==> config.mk <==
export PLATFORM = sky130hd
export DESIGN_NAME = la_sram_sequencer
export DESIGN_NICKNAME = d
export VERILOG_FILES = /design/src/rtl/la_sram_sequencer.sv
export SDC_FILE = /design/constraint.sdc
export NUM_CORES = 1
export LEC_CHECK = 0
export BUFFER_PORTS_ARGS = -buffer_cell sky130_fd_sc_hd__buf_4
export CAP_MARGIN = 20
export CORE_MARGIN = 4
export CORE_UTILIZATION = 50
export DETAILED_ROUTE_END_ITERATION = 7
export PLACE_DENSITY = 0.71
export SLEW_MARGIN = 20
export SYNTH_ARGS = -nofsm -noshare
export SYNTH_HDL_FRONTEND = slang
export SYNTH_SLANG_ARGS = --single-unit
==> constraint.sdc <==
create_clock -name clk -period 3.2 [get_ports clk]
set_input_delay 0.32 -clock clk [delete_from_list [all_inputs] [get_ports clk]]
set_output_delay 0.32 -clock clk [all_outputs]
set_load 0.02 [all_outputs]
==> src/rtl/la_sram_sequencer.sv <==
// Logic-analyzer SQI SRAM sequencer: captures probe samples into the SRAM bank in
// one write burst, then serves them back to the MCU one per read strobe.
module la_sram_sequencer #(
  parameter int LA_WIDTH    = 8,
  parameter int LA_CHIPS    = 2,
  parameter int COUNT_WIDTH = 24,
  parameter int DUMMY_CLKS  = 2,
  parameter int CS_GAP      = 2
) (
  input  logic                   clk,
  input  logic                   rst,
  input  logic                   start,
  input  logic                   abort,
  input  logic [COUNT_WIDTH-1:0] sample_count,
  input  logic                   sample_tick,
  input  logic                   rd_req,
  output logic                   rd_ack,
  output logic [LA_WIDTH-1:0]    rd_data,
  output logic                   busy,
  output logic                   capture_done,
  output logic                   sram_clk,
  output logic                   sram_cs_n,
  output logic [LA_WIDTH-1:0]    sio_out,
  output logic                   sio_oe,
  input  logic [LA_WIDTH-1:0]    sio_in,
  output logic                   lat_oe
);

  typedef enum logic [2:0] {
    ST_IDLE, ST_WCMD, ST_CAPT, ST_GAP, ST_RCMD, ST_DUMMY, ST_READ
  } state_t;

  localparam logic [7:0]             CMD_LAST   = 8'd7;
  localparam logic [7:0]             DUMMY_LAST = 8'(DUMMY_CLKS - 1);
  localparam logic [7:0]             GAP_LAST   = 8'(CS_GAP - 1);
  localparam logic [COUNT_WIDTH-1:0] CNT_ONE    = COUNT_WIDTH'(1);
  localparam logic [COUNT_WIDTH-1:0] CNT_ZERO   = COUNT_WIDTH'(0);
  localparam logic [LA_WIDTH-1:0]    BUS_ZERO   = LA_WIDTH'(0);

  state_t                   state_r;
  logic [7:0]               bit_cnt_r;
  logic [7:0]               gap_cnt_r;
  logic [COUNT_WIDTH-1:0]   count_r;
  logic [COUNT_WIDTH-1:0]   cnt_r;
  logic                     rd_ack_r, busy_r, done_r, sclk_r, cs_n_r, sio_oe_r, lat_oe_r;
  logic [LA_WIDTH-1:0]      rd_data_r, sio_out_r;

  // Command/address nibble for bit slot idx: opcode low nibble in slot 1, zeros elsewhere.
  function automatic logic [LA_WIDTH-1:0] cmd_nibble(input logic is_read, input logic [7:0] idx);
    logic [3:0] nib;
    if (idx == 8'd1) nib = is_read ? 4'h3 : 4'h2;
    else             nib = 4'h0;
    return {LA_CHIPS{nib}};
  endfunction

  // Burst sequencer; every SRAM clock bit is a low phase followed by a high phase.
  always_ff @(posedge clk or negedge rst) begin
    if (!rst) begin
      state_r   <= ST_IDLE;
      bit_cnt_r <= 8'd0;
      gap_cnt_r <= 8'd0;
      count_r   <= CNT_ZERO;
      cnt_r     <= CNT_ZERO;
      rd_ack_r  <= 1'b0;
      rd_data_r <= BUS_ZERO;
      busy_r    <= 1'b0;
      done_r    <= 1'b0;
      sclk_r    <= 1'b0;
      cs_n_r    <= 1'b1;
      sio_out_r <= BUS_ZERO;
      sio_oe_r  <= 1'b0;
      lat_oe_r  <= 1'b0;
    end else if (abort) begin
      state_r   <= ST_IDLE;
      rd_ack_r  <= 1'b0;
      busy_r    <= 1'b0;
      done_r    <= 1'b0;
      sclk_r    <= 1'b0;
      cs_n_r    <= 1'b1;
      sio_out_r <= BUS_ZERO;
      sio_oe_r  <= 1'b0;
      lat_oe_r  <= 1'b0;
    end else begin
      rd_ack_r <= 1'b0;
      case (state_r)
        ST_IDLE: begin
          if (start && (sample_count != CNT_ZERO)) begin
            state_r   <= ST_WCMD;
            count_r   <= sample_count;
            cnt_r     <= CNT_ZERO;
            bit_cnt_r <= 8'd0;
            busy_r    <= 1'b1;
            done_r    <= 1'b0;
            cs_n_r    <= 1'b0;
            sio_oe_r  <= 1'b1;
            sio_out_r <= cmd_nibble(1'b0, 8'd0);
          end else if (start) begin
            done_r <= 1'b1;
          end
        end
        ST_WCMD, ST_RCMD: begin
          if (!sclk_r) begin
            sclk_r <= 1'b1;
          end else if (bit_cnt_r == CMD_LAST) begin
            sclk_r    <= 1'b0;
            bit_cnt_r <= 8'd0;
            sio_oe_r  <= 1'b0;
            sio_out_r <= BUS_ZERO;
            lat_oe_r  <= (state_r == ST_WCMD);
            state_r   <= (state_r == ST_WCMD) ? ST_CAPT : ST_DUMMY;
          end else begin
            sclk_r    <= 1'b0;
            bit_cnt_r <= bit_cnt_r + 8'd1;
            sio_out_r <= cmd_nibble(state_r == ST_RCMD, bit_cnt_r + 8'd1);
          end
        end
        ST_CAPT: begin
          // A tick during the high phase cannot start a new bit and is dropped.
          if (sclk_r) begin
            sclk_r <= 1'b0;
            cnt_r  <= cnt_r + CNT_ONE;
          end else if (cnt_r == count_r) begin
            state_r   <= ST_GAP;
            gap_cnt_r <= 8'd0;
            cs_n_r    <= 1'b1;
            lat_oe_r  <= 1'b0;
          end else if (sample_tick) begin
            sclk_r <= 1'b1;
          end
        end
        ST_GAP: begin
          if (gap_cnt_r == GAP_LAST) begin
            state_r   <= ST_RCMD;
            bit_cnt_r <= 8'd0;
            done_r    <= 1'b1;
            cs_n_r    <= 1'b0;
            sio_oe_r  <= 1'b1;
            sio_out_r <= cmd_nibble(1'b1, 8'd0);
          end else begin
            gap_cnt_r <= gap_cnt_r + 8'd1;
          end
        end
        ST_DUMMY: begin
          if (!sclk_r) begin
            sclk_r <= 1'b1;
          end else if (bit_cnt_r == DUMMY_LAST) begin
            sclk_r  <= 1'b0;
            cnt_r   <= CNT_ZERO;
            state_r <= ST_READ;
          end else begin
            sclk_r    <= 1'b0;
            bit_cnt_r <= bit_cnt_r + 8'd1;
          end
        end
        ST_READ: begin
          // The high phase doubles as the in-flight window: rd_req seen then is dropped.
          if (sclk_r) begin
            sclk_r    <= 1'b0;
            rd_data_r <= sio_in;
            rd_ack_r  <= 1'b1;
            cnt_r     <= cnt_r + CNT_ONE;
          end else if (cnt_r == count_r) begin
            state_r <= ST_IDLE;
            busy_r  <= 1'b0;
            cs_n_r  <= 1'b1;
          end else if (rd_req) begin
            sclk_r <= 1'b1;
          end
        end
        default: begin
          state_r  <= ST_IDLE;
          busy_r   <= 1'b0;
          sclk_r   <= 1'b0;
          cs_n_r   <= 1'b1;
          sio_oe_r <= 1'b0;
          lat_oe_r <= 1'b0;
        end
      endcase
    end
  end

  assign rd_ack       = rd_ack_r;
  assign rd_data      = rd_data_r;
  assign busy         = busy_r;
  assign capture_done = done_r;
  assign sram_clk     = sclk_r;
  assign sram_cs_n    = cs_n_r;
  assign sio_out      = sio_out_r;
  assign sio_oe       = sio_oe_r;
  assign lat_oe       = lat_oe_r;

endmodule
== Word-level counts from Yosys, hierarchy flattened ==
Index checks and enable logic that the tools add are counted.
Storage, ports and cells
  bits in registers: 90
  input bits: 38
  output and inout bits: 23
  word-level logic and storage cells: 155
Cells by class
  add/subtract/negate cells: 3
  equal/unequal tests: 39
  multiplexer cells: 71
  bitwise gates (word level): 1
  reductions and logical operators: 27
Operators by type and width (number)
  $mux W24: 4
  $mux W8: 11
  $pmux W24 S3: 1
  $mux W3: 12
  $ne A3 B3 Y1 const B: 11
  $pmux W8 S4: 1
  $mux W1: 31
  $add A24 B1 Y24 const B: 1
  $eq A24 B24 Y1: 1
  $eq A8 B1 Y1 const B: 3
  $pmux W8 S3: 1
  $reduce_bool A24 Y1: 1
  $reduce_and A5 Y1: 4
  $ne A2 B2 Y1 const B: 9
  $pmux W3 S6: 1
  $add A8 B1 Y8 const B: 2
  $pmux W8 S2: 1
  $ne A2 B1 Y1 const B: 6
  $pmux W1 S4: 3
  $reduce_and A10 Y1: 1
  $eq A3 B3 Y1 const B: 3
  $reduce_and A3 Y1: 3
  $eq A8 B3 Y1 const B: 1
  $reduce_and A4 Y1: 2
  other kinds (20): 27

== Depth between registers and ports, before layout ==
Gate-level depths: netlist of the first run.
  depth after elaboration: 7
  gate-level depth with buffers: 9
  depth with buffers taken out: 8

== Least setup slack after synthesis of the first run ==
Ideal clock, no wire load.
  kind: register to register
  start: register gap_cnt_r[1]
  end: register bit_cnt_r[5]
  setup time: 103 ps
  arrival: 2160 ps
  required time: 3097 ps
  slack: 936 ps
  stages on the path, launching flop included: 8
  buffers on the path: 0
  clock period less this slack: 2264 ps
  path through: dfrtp_1 inv_1 ha_1 or4b_4 o41ai_4 o2111ai_1 or2_1 o41ai_2
Between the ends
  word-level cells in the longest chain between the ends: 3
RTL lines
  start, declared: line 42  | logic [7:0] gap_cnt_r;
  start signal, assigned: line 140  | gap_cnt_r <= gap_cnt_r + 8'd1;
  $eq A8 B1 Y1: line 132  | if (gap_cnt_r == GAP_LAST) begin
  $ne A2 B2 Y1 (no line)
  $reduce_and A7 Y1 (no line)
  end signal, assigned: line 113  | bit_cnt_r <= bit_cnt_r + 8'd1;
  end signal, assigned: line 152  | bit_cnt_r <= bit_cnt_r + 8'd1;
  end, declared: line 41  | logic [7:0] bit_cnt_r;
No other way between the ends.
A chain may end at the register's enable or synchronous reset.

== Final worst setup path of the first run ==
  start: register state_r[0]
  end: register count_r[16]
Between the ends
  word-level cells in the longest chain between the ends: 2
RTL lines
  start, declared: line 40  | state_t state_r;
  start signal, assigned: line 110  | state_r <= (state_r == ST_WCMD) ? ST_CAPT : ST_DUMMY;
  $logic_not A3 Y1: line 85  | case (state_r)
  $reduce_and A3 Y1 (no line)
  end signal, assigned: line 89  | count_r <= sample_count;
  end, declared: line 43  | logic [COUNT_WIDTH-1:0] count_r;
No other way between the ends.

==> results of run 1 <==
area by class of cell:
cell class / count / area [µm²]
Clock inverter: 7 / 106.4
Inverter: 18 / 67.56
Tap cell: 129 / 161.4
Clock buffer: 9 / 123.9
Multi-Input combinational cell: 364 / 2420
Fill cell: 789 / 3759
Sequential cell: 84 / 2103
Timing Repair Buffer: 66 / 499.2
through the flow:
step | setup slack, ns | hold WS [ns]
floorplan | 0.9362 | 0.02441
global placement | 0.6343 | 0.4876
detailed placement | 0.6065 | 0.4975
CTS | 0.5867 | 0.1774
global route | 0.3826 | 0.06026
finish | 0.5763 | -0.02214
layout by cell type, fill, tap and decap left out, types with 5 or more instances in the layout:
cell type,instances
dfrtp_1,83
mux2_2,33
nor4_1,12
a31oi_1,24
o21a_1,6
and2_1,5
nor2b_1,5
nor3_1,8
ha_1,6
o21ai_0,25
nand2_1,45
nand4_1,13
clkbuf_8,9
a41oi_1,6
inv_1,18
xnor2_1,24
nor2_1,37
buf_4,65
a21oi_1,23
o211ai_1,6
o31ai_1,5
nand3_1,19
registers in the layout, summed over array words and instances, names as in the netlist, 2 cells and up:
signal,cells
count_r,24
rd_data,8
cnt_r,24
state_r,3
sio_out,2
gap_cnt_r,8
bit_cnt_r,8
per-layer routing:
metal	track usage, %	up-vias	part of all wire [%]
met3	3.735	16	4.0
met1	29.63	1964	45
met2	35.20	102	49
li1	-	1909	-
met4	5.998	0	1.3
met5	0	-	0
path summary, 6_finish.rpt:
| path | startpoint | end | cells past startpoint | slack (ns) |
|---|---|---|---|---|
| worst max-delay path | state_r[0] | count_r[16] | 5 | 0.58 |
| worst min-delay path | rst | bit_cnt_r[1] | 1 | -0.02 |
| worst max register to register | state_r[0] | count_r[16] | 5 | 0.58 |
| worst min register to register | rd_data[5] | rd_data[5] | 1 | 0.51 |
| max in group asynchronous | rst | cnt_r[18] | 1 | 2.68 |
| min in group clk | sio_in[6] | rd_data[6] | 2 | 0.19 |
worst max-delay path, cell delays in order, from the launching register on:
cell and delay (ns):
dfrtp_1 0.40, nor2_1 0.30, nand2_1 0.19, nor2b_1 0.34, and2_1 0.85, mux2_2 0.42
logic make-up after synthesis:
logic type	count (synthesis)	share of synthesized area (%)
AOI/OAI and AO/OA	126	18.43
xor gates and xnor gates	26	4.819
adders and majority gates	6	1.589
buffers and inverters	50	4.527
DFF	84	44.51
muxes	34	8.075
other	1	0.07935
and+or+nand+nor	168	17.98
report_power, final:
group | internal (µW) | total (µW) | switching, µW
Clock | 454 | 892 | 438
Combinational | 432 | 862 | 429
Sequential | 1260 | 1450 | 195
==> run metrics, run 1 <==
Yosys cell types 64; Setup TNS Final 0 ns; Setup-failing EPs final 0; Seq/Total Area, Yosys 44.51%; CTS tree built; Syn Area/Cell 9.547 µm²; total gr overflow 0; Die Wd 105.2 µm; Synth Register Bits 84; placed insts 661; Fin Hold WS -0.02214 ns; WL per Instance 17.04 µm; HPWL Detailed 8.147 mm; critical path arrival 2.87 ns; clk_lat worst skew 0.36 ns; crit path max fanout 24; area delta synth->final 15.99%; first-pass GRT wire length 19.53 mm; Fmax 381.1 MHz; clock skew 0.01131 ns; Tcrit/Tclk final 81.99%; fin area 5482 µm²; detailed-router iteration count before antenna repair 5; drt drc 0; I/O Pins 61; CTS root buf clkbuf_8; CTS Hold Bufs 0; Clock Sinks 84; hold crit path type in -> async; Final Hold Fails 5; height of the die 105.2 µm; Max-Cap Viols 0; vias in the first global route 3880; Req. time, crit path 3.45 ns; Leakage Power 0.002322 µW; commonest cells in the netlist 83 x dfrtp_1, 45 x nand2_1, 37 x nor2_1, 33 x mux2_2, 25 x o21ai_0; H-tree Lvls 3; slew margin rel. 33.01%; VDD IR-drop max 0.0003687 V; post-synth top area share 43.95%; Yosys warnings 0; Startpoint Class flip-flop; Initial Util 51.14%; status finished, violations left; Max Transition Viols Final 0; core area 9240 µm²; Final min period 2.624 ns; Setup Buffers After CTS 0; most common cell in the netlist dfrtp_1; clock buffer count from CTS 9; Post-Syn Area 4726 µm²; ys async rst share 100.0%; failing checks negative hold slack; critical path type reg -> reg; Rows 35; Worst-Margin Slew 1.005 ns; Finished Layout Cells 677; IO Port Bufs 56; Layout Nets 587; GRT Total Usage 21.56%; Die Area 11070 µm²; Core Util, Final 59.32%; clock buffer depth 2; DR iter-0 viols 214; post-CTS sizing 0; Post-synth EDFFs 0; Power Total 3204 µW; area leader, netlist dfrtp_1; Worst-path clk slew 0.09 ns; Vias/cell 5.895; diodes inserted 0; synth top area cells dfrtp_1 44%, mux2_2 7.9%, xnor2_1 4.4%; Setup crit end kind flip-flop; RSZ-0062 raised after global routing false; Routed WL 11.54 mm; Final GP Congestion 0.8498; DP Area 5248 µm²; Synth Flop Type dfrtp_1; DRT antenna net count 0; initial antenna violation count 0; Vias 3991; power per cell area 584.6 nW/µm²; largest net degree at the start of global routing 85; fraction of layout cells with a size suffix above 1 22.63%; Synth Instances 495
(Power assumes the default switching activity.)
==> run 2: changes to the inputs <==
- PLACE_DENSITY: 0.71 -> 0.73
- clock period: 3.2 -> 2.3 ns (I/O delays scaled with it)
==> run 2 against run 1 <==
The run now ends clean; largest cell class unchanged; first-iteration DRC count decreased by 0.47%; sequential share of layout area decreased by 1.1 points; critical endpoint is now bit_cnt_r[4]; worst setup slack got worse by 0.52 ns; critical path type unchanged.
==> run metrics, run 2 (same netlist as run 1, synthesis figures left out) <==
worst reg-to-reg path cell count 8 (was 5); height of the die 105.2 µm (unchanged); Setup TNS Final 0 ns (unchanged); FF-to-FF End bit_cnt_r[4] (was count_r[16]); Setup-failing EPs final 0 (unchanged); crit path max fanout 4 (was 24); HPWL Detailed 8.546 mm (was 8.147 mm); Max Transition Viols Final 0 (unchanged); Worst Hold Endpoint rd_data[4]; total gr overflow 0 (unchanged); Routed WL 11.74 mm (was 11.54 mm); Die Wd 105.2 µm (unchanged); vias in the first global route 3966 (was 3880); CTS tree built (unchanged); worst path cell trace inv_1, ha_1, or4b_4, o41ai_4, o2111ai_1, buf_4, or4b_4, nand2_2 (was nor2_1, nand2_1, nor2b_1, and2_1, mux2_2); Slowest cell on crit path or4b_4 (was and2_1); most frequent cells in the layout 86 x buf_4, 83 x dfrtp_1, 44 x nand2_1 (was 83 x dfrtp_1, 65 x buf_4, 45 x nand2_1); Setup crit end kind flip-flop (unchanged); FF/Latch Area 2103 µm² (unchanged); core area 9240 µm² (unchanged); Final GP Congestion 0.8944 (was 0.8498); GRT Total Usage 21.69% (was 21.56%); CP startpoint gap_cnt_r[1] (was state_r[0]); Final min period 2.240 ns (was 2.624 ns); Hold Startpoint sio_in[4]; Req. time, crit path 2.61 ns (was 3.45 ns); DRT antenna net count 0 (unchanged); WL per Instance 16.78 µm (was 17.04 µm); Buf+Inv Stages, Crit Path 2 (was 0); Fmax 446.5 MHz (was 381.1 MHz); Worst-path clk slew 0.10 ns (was 0.09 ns); critical path arrival 2.55 ns (was 2.87 ns); Clock Sinks 84 (unchanged); commonest non-fill, non-tap cell in the layout buf_4 (was dfrtp_1); clk_lat worst skew 0.37 ns (was 0.36 ns); initial antenna violation count 0 (unchanged); DR iter-0 viols 213 (was 214); Layout Nets 610 (was 587); biggest regs cnt_r: 24 flops, count_r: 24 flops (unchanged); area of the multi-input gates 2429 µm² (was 2420 µm²); clock buffer count from CTS 9 (unchanged); fraction of layout cells with a size suffix above 1 26.09% (was 22.63%); Final Hold Fails 0 (was 5); reg-to-reg setup timing slack 0.06 ns (was 0.58 ns); Tcrit/Tclk final 97.38% (was 81.99%); I/O Pins 61 (unchanged); Max-Cap Viols 0 (unchanged); Rows 35 (unchanged); Initial Util 51.14% (unchanged); area delta synth->final 19.43% (was 15.99%); H-tree Lvls 3 (unchanged); clock skew 0.01373 ns (was 0.01131 ns); crit-path leading delay family simple AND/OR/NAND/NOR gates (unchanged); RR Startpoint gap_cnt_r[1] (was state_r[0]); diodes inserted 0 (unchanged); critical path type reg -> reg (unchanged); Vias/cell 5.811 (was 5.895); Leakage Power 0.002420 µW (was 0.002322 µW); CTS root buf clkbuf_8 (unchanged); Vias 4068 (was 3991); VDD IR-drop max 0.0004329 V (was 0.0003687 V); hold crit path type in -> reg (was in -> async); Startpoint Class flip-flop (unchanged); clock buffer depth 2 (unchanged); Power Total 4374 µW (was 3204 µW); status complete, no violations (was finished, violations left); first-pass GRT wire length 19.46 mm (was 19.53 mm); IO Port Bufs 56 (unchanged); Fill cells 784 (was 789); power per cell area 774.9 nW/µm² (was 584.6 nW/µm²); cell mode on critical path or4b_4; largest net degree at the start of global routing 38 (was 85); detailed-router iteration count before antenna repair 4 (was 5); worst hold path depth 2; Die Area 11070 µm² (unchanged); slowest stage delay, CP 0.51 ns (was 0.85 ns); drt drc 0 (unchanged)
run 2: changes by cell type in the layout (fill, tap and decap cells not counted), moves of 2 or more:
cell	before	now
buf_4	65	86
buf_12	0	2
bufinv_16	2	0
clkinv_4	2	0
clkinvlp_4	0	2
run 2: power by group:
group,total [µW],leakage [µW],internal (µW),switching (µW)
Combinational,1330,0.00125,672,661
Clock,1050,0.0000907,419,627
Sequential,1990,0.00108,1750,247
run 2: how the worst max path moves through the flow:
stage	endpoint	slack, ns	cells past startpoint
finish	bit_cnt_r[4]	0.06	8
global route	bit_cnt_r[7]	-0.005	10
CTS	bit_cnt_r[5]	0.05	8
detailed placement	bit_cnt_r[5]	0.04	8
global placement	bit_cnt_r[5]	0.09	8
floorplan	bit_cnt_r[5]	0.04	7
run 2: layout make-up:
class / instances / share of cell area, %
repair buffers: 89 / 12.33
flip-flops and latches: 84 / 37.26
multi-input cells: 364 / 43.03
clock buffers: 9 / 2.195
inverters: 18 / 1.197
well taps: 129 / 2.860
clock inverters: 7 / 1.131
run 2: worst reg2reg max path: stages (launching register included):
cell and delay [ns]:
dfrtp_1 0.39, inv_1 0.06, ha_1 0.12, or4b_4 0.46, o41ai_4 0.25, o2111ai_1 0.16, buf_4 0.18, or4b_4 0.51
nand2_2 0.06
run 2: routing by layer:
layer | global-route usage, % | up-vias | wire, µm
met5 | 0 | - | 0
met3 | 3.429 | 25 | 425
met2 | 35.88 | 94 | 5918
met1 | 28.70 | 1987 | 5134
met4 | 8.154 | 0 | 264
li1 | - | 1962 | -
run 2: stage by stage:
step                setup WS [ns]  area (µm²)  std cells  util, %  hold WS, ns
floorplan                 0.03623        4737        498        -     -0.06559
global placement          0.08966        5415        680    58.61       0.2058
detailed placement        0.03635        5415        680    58.61       0.2102
CTS                       0.04913        5613        697    60.74      0.06472
global route            -0.004534        5644        700    61.08      0.06862
finish                    0.06033        5644        700    61.08      0.08384
run 2: repair_timing:
action	CTS	global route
hold buffers	1	0
gates resized for setup	0	3
buffers inserted	0	3
endpoints found under the hold margin	30	0
endpoints found under the setup margin	0	3
==> run 3: changes to the inputs <==
- CORE_UTILIZATION: 50 -> 45
- PLACE_DENSITY: 0.73 -> 0.67
==> run 3 against run 2 <==
Via count fell by 1.2%; die area up 10%; final cell count is 0.86% higher; critical endpoint unchanged; critical path type unchanged; design area is 0.95% higher; first-iteration DRC count grew 36%; non-clock buffer count is 1 lower; count of clock-buffer cells in the layout stayed put; total power grew 1.1%; wire length fell by 1.1%; highest routed layer unchanged; sequential cell count unchanged; clock power grew 5%; worst setup slack better by 0.024 ns.
==> run metrics, run 3 (same netlist as run 1, synthesis figures left out) <==
Final GP Congestion 0.8473 (was 0.8944); diodes inserted 0 (unchanged); vias in the first global route 3809 (was 3966); H-tree Lvls 3 (unchanged); Leakage Power 0.002430 µW (was 0.002420 µW); Final Hold Fails 0 (unchanged); VDD IR-drop max 0.0006704 V (was 0.0004329 V); clock buffer depth 2 (unchanged); Psw 1485 µW (was 1535 µW); biggest regs cnt_r: 24 flops, count_r: 24 flops (unchanged); detailed-router iteration count before antenna repair 7 (was 4); GRT Total Usage 19.29% (was 21.69%); slew margin rel. 63.21%; CTS tree built (unchanged); Vias/cell 5.695 (was 5.811); clock buffer count from CTS 9 (unchanged); Clock Power Share 25.0% (was 23.9%); Seq pwr share 45.0% (was 45.6%); Post-Place Setup Slack -0.01856 ns (was 0.03635 ns); HPWL Detailed 8.738 mm (was 8.546 mm); Sw Ratio 33.58% (was 35.10%); Final min period 2.216 ns (was 2.240 ns); drt drc 0 (unchanged); Die Area 12200 µm² (was 11070 µm²); clk_lat worst skew 0.37 ns (about the same); Worst-Margin Slew 0.5518 ns; DR iter-0 viols 289 (was 213); total gr overflow 0 (unchanged); critical path type reg -> reg (unchanged); status complete, no violations (unchanged); WL per Instance 16.45 µm (was 16.78 µm); Initial Util 45.98% (was 51.14%); Comb pwr share 30.0% (was 30.5%); most frequent cells in the layout 85 x buf_4, 83 x dfrtp_1, 45 x nand2_1 (was 86 x buf_4, 83 x dfrtp_1, 44 x nand2_1); CTS root buf clkbuf_8 (unchanged); IO Port Bufs 56 (unchanged); Routed WL 11.61 mm (was 11.74 mm); setup ws final 0.08433 ns (was 0.06033 ns); Req. time, crit path 2.60 ns (was 2.61 ns); Startpoint Class flip-flop (unchanged); Clock Sinks 84 (unchanged); Internal 2937 µW (was 2838 µW); Max-Cap Viols 0 (unchanged); crit path max fanout 4 (unchanged); largest net degree at the start of global routing 46 (was 38); Fmax 451.3 MHz (was 446.5 MHz); core area 10280 µm² (was 9240 µm²); Rows 37 (was 35); commonest non-fill, non-tap cell in the layout buf_4 (unchanged); DRT antenna net count 0 (unchanged); Worst-path clk slew 0.10 ns (about the same); fraction of layout cells with a size suffix above 1 26.67% (was 26.09%); Tcrit/Tclk final 96.33% (was 97.38%); first-pass GRT wire length 19.38 mm (was 19.46 mm); Max Transition Viols Final 0 (unchanged); Setup-failing EPs final 0 (unchanged); Layout Nets 609 (was 610); Fin Hold WS 0.08297 ns (was 0.08384 ns); Vias 4021 (was 4068); RSZ-0062 raised after global routing true; critical path arrival 2.52 ns (was 2.55 ns); power per cell area 776.1 nW/µm² (was 774.9 nW/µm²); area delta synth->final 20.57% (was 19.43%); hold crit path type in -> reg (unchanged); worst path cell trace inv_1, ha_1, or4b_4, o41ai_4, o2111ai_4, or4b_1, nand2_1 (was inv_1, ha_1, or4b_4, o41ai_4, o2111ai_1, buf_4, or4b_4, nand2_2); initial antenna violation count 0 (unchanged); height of the die 110.5 µm (was 105.2 µm); Die Wd 110.5 µm (was 105.2 µm); I/O Pins 61 (unchanged); Slowest cell on crit path or4b_1 (was or4b_4); clock skew 0.01683 ns (was 0.01373 ns); slowest stage delay, CP 0.54 ns (was 0.51 ns); Setup crit end kind flip-flop (unchanged)
==> run 3: path summary, 6_finish.rpt <==
path	slack [ns]	end	startpoint	cells past startpoint
setup / recovery	0.08	bit_cnt_r[4]	gap_cnt_r[1]	7
hold / removal	0.08	rd_data[4]	sio_in[4]	2
setup reg to reg	0.08	bit_cnt_r[4]	gap_cnt_r[1]	7
hold reg to reg	0.52	rd_data[4]	rd_data[4]	1
max in group asynchronous	1.29	count_r[1]	rst	3
min in group asynchronous	0.38	state_r[1]	rst	2
==> run 3: layout make-up <==
cell class | count | area (µm²)
Clock inverter | 7 | 80.08
Inverter | 18 | 67.56
Fill cell | 941 | 4579
Multi-Input combinational cell | 364 | 2465
Timing Repair Buffer | 88 | 688.2
Sequential cell | 84 | 2103
Tap cell | 136 | 170.2
Clock buffer | 9 | 123.9
==> run 3: stage by stage <==
| step | utilization [%] | total power, µW | instance area [µm²] | std cells | setup TNS (ns) |
|---|---|---|---|---|---|
| 2_1_floorplan | - | 2867 | 4737 | 498 | 0 |
| 3_3_place_gp | 52.85 | 3283 | 5431 | 688 | -0.01947 |
| 3_5_place_dp | 52.85 | 3320 | 5431 | 688 | -0.01856 |
| 4_1_cts | 54.99 | 4439 | 5652 | 705 | 0 |
| 5_1_grt | 55.44 | 4688 | 5698 | 706 | -0.04295 |
| 6_report | 55.44 | 4422 | 5698 | 706 | 0 |
==> run 3: routing by layer <==
metal	vias up	GRT usage, %	part of all wire [%]
li1	1962	-	-
met3	9	4.767	4.3
met4	0	4.269	0.92
met2	100	31.84	50
met5	-	0	0
met1	1950	25.75	44
==> run 3: critical path: cells and delay by family, from the launching register on <==
family                     cells  cell delay (ns)
and+or+nand+nor                3             1.07
AOI/OAI and AO/OA              2             0.51
buffers and inverters          1             0.06
DFF                            1             0.39
adders and majority gates      1             0.12
==> run 3: what timing repair did <==
item                                   in CTS  in global routing
hold buffers                                1                  0
pin swaps                                   0                  1
buffers inserted                            0                  1
gates resized for setup                     1                  8
cloned                                      0                  0
setup endpoints to repair                   2                 12
endpoints found under the hold margin      38                  0
==> run 3: power groups by stage <==
| stage | logic [µW] | clock network [µW] | registers [µW] |
|---|---|---|---|
| floorplan | 883 | 0 | 1980 |
| global placement | 1270 | 0 | 2010 |
| detailed placement | 1290 | 0 | 2030 |
| CTS | 1310 | 1130 | 2000 |
| global route | 1460 | 1200 | 2030 |
| finish | 1330 | 1100 | 1990 |
